--- config.mk ---
export PLATFORM = sky130hd
export DESIGN_NAME = cordic_rr_sched
export DESIGN_NICKNAME = d
export VERILOG_FILES = /design/src/rtl/cordic_sched_pkg.sv /design/src/rtl/cordic_rr_sched_arbiter.sv /design/src/rtl/cordic_rr_sched.sv
export SDC_FILE = /design/constraint.sdc
export NUM_CORES = 1
export LEC_CHECK = 0
export BUFFER_PORTS_ARGS = -buffer_cell sky130_fd_sc_hd__buf_2
export CAP_MARGIN = 15
export CORE_ASPECT_RATIO = 0.9
export CORE_MARGIN = 5
export CORE_UTILIZATION = 35
export DETAILED_ROUTE_END_ITERATION = 8
export PLACE_DENSITY = 0.7
export SLEW_MARGIN = 20
export SYNTH_ARGS = -nofsm -noshare
export SYNTH_HDL_FRONTEND = slang
export SYNTH_SLANG_ARGS = --single-unit
--- constraint.sdc ---
create_clock -name clk -period 1.9 [get_ports clk]
set_input_delay 0.38 -clock clk [delete_from_list [all_inputs] [get_ports clk]]
set_output_delay 0.38 -clock clk [all_outputs]
set_load 0.02 [all_outputs]
--- src/rtl/cordic_sched_pkg.sv ---
// cordic_sched_pkg: shared FSM encoding and default widths for cordic_rr_sched.
// No ports; imported by the scheduler top.
package cordic_sched_pkg;

    typedef enum logic [1:0] {
        IDLE = 2'd0,
        RUN  = 2'd1,
        RESP = 2'd2
    } state_e;

    localparam logic [15:0] PI_Q = 16'd25735;

    localparam int WIDTH_WIRE = 18;
    localparam int WIDTH      = 16;

endpackage

--- src/rtl/cordic_rr_sched_arbiter.sv ---
// rr_arbiter: combinational round-robin pick, first valid at or after ptr.
// Ports: req_valid in, ptr in; grant (one-hot), idx, any out.
module rr_arbiter #(
    parameter int NUM_REQ = 2,
    parameter int ID_W    = 2
) (
    input  logic [NUM_REQ-1:0] req_valid,
    input  logic [ID_W-1:0]    ptr,
    output logic [NUM_REQ-1:0] grant,
    output logic [ID_W-1:0]    idx,
    output logic               any
);

    // Outer loop walks priority offsets from ptr; inner loop keeps
    // every select constant so no variable index is needed.
    always_comb begin
        grant = '0;
        idx   = '0;
        any   = 1'b0;
        for (int off = 0; off < NUM_REQ; off++) begin
            for (int j = 0; j < NUM_REQ; j++) begin
                if (!any && req_valid[j] &&
                    (((int'(ptr) + off) % NUM_REQ) == j)) begin
                    any      = 1'b1;
                    grant[j] = 1'b1;
                    idx      = ID_W'(j);
                end
            end
        end
    end

endmodule

--- src/rtl/cordic_rr_sched.sv ---
// cordic_rr_sched: round-robin share of one iterative CORDIC engine.
// Ports: req_* operand channel in, cor_* engine side, rsp_* tagged result
// channel out, busy status; err (timeout pulse) only with
// CORDIC_SCHED_TIMEOUT_EN defined, which also adds the TIMEOUT parameter.
module cordic_rr_sched #(
    parameter int NUM_REQ    = 2,
    parameter int WIDTH_WIRE = cordic_sched_pkg::WIDTH_WIRE,
    parameter int WIDTH      = cordic_sched_pkg::WIDTH,
`ifdef CORDIC_SCHED_TIMEOUT_EN
    parameter int TIMEOUT    = 40,
`endif
    parameter int ID_W       = 2
) (
    input  logic                          clk,
    input  logic                          rst_n,
    input  logic [NUM_REQ-1:0]            req_valid,
    output logic [NUM_REQ-1:0]            req_ready,
    input  logic [NUM_REQ*WIDTH_WIRE-1:0] req_x,
    input  logic [NUM_REQ*WIDTH_WIRE-1:0] req_y,
    output logic                          cor_start,
    output logic [WIDTH_WIRE-1:0]         cor_x,
    output logic [WIDTH_WIRE-1:0]         cor_y,
    input  logic                          cor_ready,
    input  logic [WIDTH_WIRE-1:0]         cor_x_res,
    input  logic [WIDTH_WIRE-1:0]         cor_y_res,
    input  logic [WIDTH-1:0]              cor_z_res,
`ifdef CORDIC_SCHED_TIMEOUT_EN
    output logic                          err,
`endif
    output logic                          rsp_valid,
    input  logic                          rsp_ready,
    output logic [ID_W-1:0]               rsp_id,
    output logic [WIDTH_WIRE-1:0]         rsp_x,
    output logic [WIDTH_WIRE-1:0]         rsp_y,
    output logic [WIDTH-1:0]              rsp_z,
    output logic                          busy
);

    import cordic_sched_pkg::*;

    state_e                state_q, state_d;
    logic [ID_W-1:0]       ptr_q, ptr_d;
    logic [ID_W-1:0]       gid_q, gid_d;
    logic [ID_W-1:0]       rsp_id_q, rsp_id_d;
    logic [WIDTH_WIRE-1:0] cor_x_q, cor_x_d;
    logic [WIDTH_WIRE-1:0] cor_y_q, cor_y_d;
    logic [WIDTH_WIRE-1:0] rsp_x_q, rsp_x_d;
    logic [WIDTH_WIRE-1:0] rsp_y_q, rsp_y_d;
    logic [WIDTH-1:0]      rsp_z_q, rsp_z_d;

    logic [NUM_REQ-1:0]    grant;
    logic [ID_W-1:0]       gnt_idx;
    logic                  gnt_any;
    logic                  timeout_hit;

    rr_arbiter #(
        .NUM_REQ (NUM_REQ),
        .ID_W    (ID_W)
    ) u_arb (
        .req_valid (req_valid),
        .ptr       (ptr_q),
        .grant     (grant),
        .idx       (gnt_idx),
        .any       (gnt_any)
    );

`ifdef CORDIC_SCHED_TIMEOUT_EN
    localparam int CNT_W = $clog2(TIMEOUT + 1);

    logic [CNT_W-1:0] cnt_q, cnt_d;
    logic             err_q, err_d;

    // cnt_q holds the number of RUN cycles already spent, so the
    // TIMEOUT-th RUN cycle is the last one the engine gets.
    assign timeout_hit = (state_q == RUN) && !cor_ready &&
                         (cnt_q == CNT_W'(TIMEOUT - 1));

    always_comb begin
        cnt_d = cnt_q;
        if (state_q == RUN) begin
            cnt_d = cnt_q + CNT_W'(1);
        end else begin
            cnt_d = '0;
        end
        err_d = timeout_hit;
    end

    always_ff @(posedge clk or negedge rst_n) begin
        if (!rst_n) begin
            cnt_q <= '0;
            err_q <= 1'b0;
        end else begin
            cnt_q <= cnt_d;
            err_q <= err_d;
        end
    end

    assign err = err_q;
`else
    assign timeout_hit = 1'b0;
`endif

    // State and datapath registers
    always_ff @(posedge clk or negedge rst_n) begin
        if (!rst_n) begin
            state_q  <= IDLE;
            ptr_q    <= '0;
            gid_q    <= '0;
            rsp_id_q <= '0;
            cor_x_q  <= '0;
            cor_y_q  <= '0;
            rsp_x_q  <= '0;
            rsp_y_q  <= '0;
            rsp_z_q  <= '0;
        end else begin
            state_q  <= state_d;
            ptr_q    <= ptr_d;
            gid_q    <= gid_d;
            rsp_id_q <= rsp_id_d;
            cor_x_q  <= cor_x_d;
            cor_y_q  <= cor_y_d;
            rsp_x_q  <= rsp_x_d;
            rsp_y_q  <= rsp_y_d;
            rsp_z_q  <= rsp_z_d;
        end
    end

    // Next state
    always_comb begin
        state_d = state_q;
        case (state_q)
            IDLE:    if (gnt_any) state_d = RUN;
            RUN:     if (cor_ready || timeout_hit) state_d = RESP;
            RESP:    if (rsp_ready) state_d = IDLE;
            default: state_d = IDLE;
        endcase
    end

    // Datapath next values
    always_comb begin
        ptr_d    = ptr_q;
        gid_d    = gid_q;
        rsp_id_d = rsp_id_q;
        cor_x_d  = cor_x_q;
        cor_y_d  = cor_y_q;
        rsp_x_d  = rsp_x_q;
        rsp_y_d  = rsp_y_q;
        rsp_z_d  = rsp_z_q;

        if (state_q == IDLE && gnt_any) begin
            gid_d = gnt_idx;
            ptr_d = (gnt_idx == ID_W'(NUM_REQ - 1)) ?
                    '0 : gnt_idx + ID_W'(1);
            for (int j = 0; j < NUM_REQ; j++) begin
                if (grant[j]) begin
                    cor_x_d = req_x[j*WIDTH_WIRE +: WIDTH_WIRE];
                    cor_y_d = req_y[j*WIDTH_WIRE +: WIDTH_WIRE];
                end
            end
        end

        if (state_q == RUN) begin
            if (cor_ready) begin
                rsp_id_d = gid_q;
                rsp_x_d  = cor_x_res;
                rsp_y_d  = cor_y_res;
                rsp_z_d  = cor_z_res;
            end else if (timeout_hit) begin
                rsp_id_d = gid_q;
                rsp_x_d  = '0;
                rsp_y_d  = '0;
                rsp_z_d  = '0;
            end
        end
    end

    // Outputs; req_ready is masked by reset so nothing is granted while
    // the block is held in reset.
    always_comb begin
        req_ready = '0;
        if (state_q == IDLE && rst_n) begin
            req_ready = grant;
        end
        cor_start = (state_q == RUN);
        rsp_valid = (state_q == RESP);
        busy      = (state_q != IDLE);
        cor_x     = cor_x_q;
        cor_y     = cor_y_q;
        rsp_id    = rsp_id_q;
        rsp_x     = rsp_x_q;
        rsp_y     = rsp_y_q;
        rsp_z     = rsp_z_q;
    end

endmodule

==> out/results.txt <==
Measured against its own limit, the worst slew margin works out to 56.47%. The average wire per standard cell was 16.17 µm. The clock input transition at the sequential cells of the worst setup and hold paths was 70 ps. For the worst-case setup slack after placement, the log shows 338.6 ps. Among all stages on the critical path, the largest delay is contributed by sky130_fd_sc_hd__dlygate4sd3_1. The logs give 1520 ps for the required arrival time at the worst endpoint and 0 for the global route total overflow. The design draws 0.009930 W. When the netlist entered floorplanning its net count stood at 475. Counting every sink on the clock net gives 93. The worst min-delay path class was input port to flop. The overall routing resource usage is 16.42%, and the max-capacitance violation count is 0. 0 antenna diodes ended up in the layout. Using the TritonRoute via totals, the vias-per-cell ratio works out to 4.928. The adder and majority gate portion of the synthesized area was 0%. The routed wire length was 11.64 mm; the final-layout setup total negative slack was 0 ps. The DRC violation total after the first TritonRoute iteration came out at 247. The number of global-route vias before repair was 3597; the ratio of final minimum period to clock period was 96.39%. The worst hold path begins at rsp_ready. The final count of hold timing violations was 0; the least setup slack across all paths after layout was 68.57 ps.

Summed over its instances, the top area cell type makes up 58.12% of the synthesized netlist area. The run gives 0 as the number of antenna-violating nets in the routed design. Peak supply drop: 0.5607 mV. The power density over the cells came out at 1777 mW/mm².

STA classifies the critical path endpoint as an output pin. Port buffering added 223 buffers. The clock root buffer master is sky130_fd_sc_hd__clkbuf_16. The top cell types in the final layout, fill and taps aside, are sky130_fd_sc_hd__buf_2, sky130_fd_sc_hd__dfrtp_1, sky130_fd_sc_hd__mux2_1, sky130_fd_sc_hd__a21oi_1.

In this run the critical register-to-register path is captured at cor_y[10]. The tools report the count of cell types in the netlist as 26. Once the clock tree was built, the setup fixing pass inserted 0 buffers. The area overhead of the layout relative to synthesis came out at 39.59%. STA classifies the critical path startpoint as an input port.

In the post-synthesis netlist, the biggest area contributors are sky130_fd_sc_hd__dfrtp_1, sky130_fd_sc_hd__mux2_1, sky130_fd_sc_hd__a31oi_1. In this run the worst path has a maximum fanout of 12. The minimum period implied by the final worst setup slack works out to 1831 ps. After floorplanning, the core was divided into 37 placement rows.

By area, the combinational part of the netlist is dominated by multiplexers. The run gives 1450 ps as the critical path data arrival time. The wire length of the first global-routing pass was 18.13 mm; the total core area was 0.01130 mm². The area occupied by registers was 0.002327 mm²; the insertion delay of the later-clocked pin in the worst-skew pair was 330 ps. For hold timing, the worst endpoint is state_q[1]. The critical path is of the input port to output pin type. Summing all multi-input logic gate instances after layout gives 0.001488 mm². For the final setup violation count, the log shows 0. The logs give 0.01368 mm² for the area of the die and 546.0 MHz for the top achievable clock speed. The first detailed-routing pass ran for 4 iterations. The dominant cell type by area after synthesis is sky130_fd_sc_hd__dfrtp_1. Counting along the longest clock path gives a buffer depth of 2.

Number of top-level design ports: 225. Start of the worst register-to-register path: state_q[1]. The most common library cell in the layout ignoring fill and taps is sky130_fd_sc_hd__buf_2. Starting utilization of the core area: 35.45%. The register-to-register path setup slack was 340 ps.

The synthesized netlist devotes 15.19% of its cell area to compound gates. The y dimension of the die was 111.5 µm; the H-tree depth reported by CTS was 3. The routability congestion estimate was 0.7648; the worst-margin pin slew was 653.0 ps. Along the worst hold path, the cell count comes to 2. For this run, the slowest stage of the critical path takes 550 ps. The multiplexer fraction of the synthesized cell area works out to 15.19%. Traced cell by cell, the critical path runs through dlygate4sd3_1, buf_6, and4_1, buf_2. After synthesis, the mean cell area works out to 11.61 µm². The HPWL after detailed placement is 8.966 mm. The flip-flop and latch count after synthesis works out to 93. After synthesis, flip-flops and latches occupy 58.12% of the total area. The tools report the number of antenna violations at the first check in global routing as 0. The clock skew after layout is 12.26 ps. Summed over all cells, the static leakage comes to 2.688 nW. Of the cells placed in the final design, the portion with a size suffix greater than 1 is 45.04%. TritonCTS built the clock tree. After the last flow step, the layout net total stands at 689.

The final routed DRC violation total is 0, and the count of filler cells inserted in the layout is 1049. Summing the areas of all and, or, nand and nor instances in the mapped netlist gives 6.438% of the synthesized area. The number of warnings printed during yosys synthesis is 0. The max-slew violation total from the final report was 0. After Yosys synthesis, XOR and XNOR cells account for 0% of the synthesized area. The run finished with clean final reports.

Synthesis produced a netlist whose cell count is 345. Number of vias after detailed routing: 3548. For the total standard cell area after synthesis, the log shows 0.004004 mm².

The depth of the worst register-to-register path came out at 4. Entering global routing, the biggest net connects 53 pins. In this run, CTS created clock tree buffers numbering 9. The floorplan step set the die width to 122.7 µm. Setup repair after global routing left no endpoint under its margin.
==> metal layers <==
metal,part of all wire (%),vias up,track usage [%]
li1,-,1680,-
met1,42,1690,20.95
met2,47,166,26.99
met3,9.6,12,4.520
met4,1.0,0,5.149
met5,0,-,0
==> flip-flops by register name, indices dropped and copies added (netlist names) <==
register and flops:
state_q 2, cor_y 18, rsp_id 1, ptr_q 1
cor_x 18, rsp_y 18, rsp_x 18, rsp_z 16
gid_q 1
==> per-stage QoR <==
step           util [%]  instances  cell area (µm²)  hold slack (ps)
6_report          49.48        720             5589            231.7
5_1_grt           49.48        720             5589            234.2
4_1_cts           49.45        720             5585            223.3
3_5_place_dp      46.67        703             5271            218.3
3_3_place_gp      46.67        703             5271            218.9
2_1_floorplan         -        345             4004            84.41
==> worst max-delay path, delay by kind of cell <==
family	cells	cell delay, ps
buf+inv	3	880
simple gates	1	190
==> power breakdown <==
part           switching [W]  internal, W
combinational        0.00287      0.00171
clock               0.000707      0.00109
sequential          0.000542      0.00300
==> cell type report <==
type                            instances  area share (%)
Clock buffer                           13           4.656
Clock inverter                          3          0.7835
Inverter                                4          0.2686
Multi-Input combinational cell        215           26.62
Sequential cell                        93           41.64
Tap cell                              156           3.492
Timing Repair Buffer                  236           22.54
==> worst max path at each step <==
stage	start	end	cells past startpoint	slack, ps
2_1_floorplan	state_q[1]	req_ready[1]	3	310
3_3_place_gp	req_valid[0]	req_ready[1]	5	370
3_5_place_dp	state_q[0]	rsp_y[6]	4	340
4_1_cts	rst_n	req_ready[0]	4	10
5_1_grt	rst_n	req_ready[0]	4	2
6_report	rst_n	req_ready[0]	4	70
==> synthesized netlist by cell type (all sizes together) <==
library cell / instances
nand2: 2
mux2: 54
clkbuf: 10
a21oi: 38
buf: 23
or2: 1
nor2b: 2
a31oi: 36
conb: 1
and4: 1
nand3: 36
nand2b: 2
inv: 4
o21ai: 37
a21o: 1
nor2: 2
and3: 1
dfrtp: 93
and2: 1
==> logic make-up after synthesis <==
family | Yosys count
compound gates | 112
buf+inv | 37
flops | 93
mux | 54
other cells | 1
simple gates | 48
==> timing repair <==
item                                    4_1_cts  5_1_grt
gates resized for setup                       0        1
endpoints found under the setup margin        0        1
hold buffers                                  1        0
endpoints found under the hold margin         8        0
(Power assumes the default switching activity.)
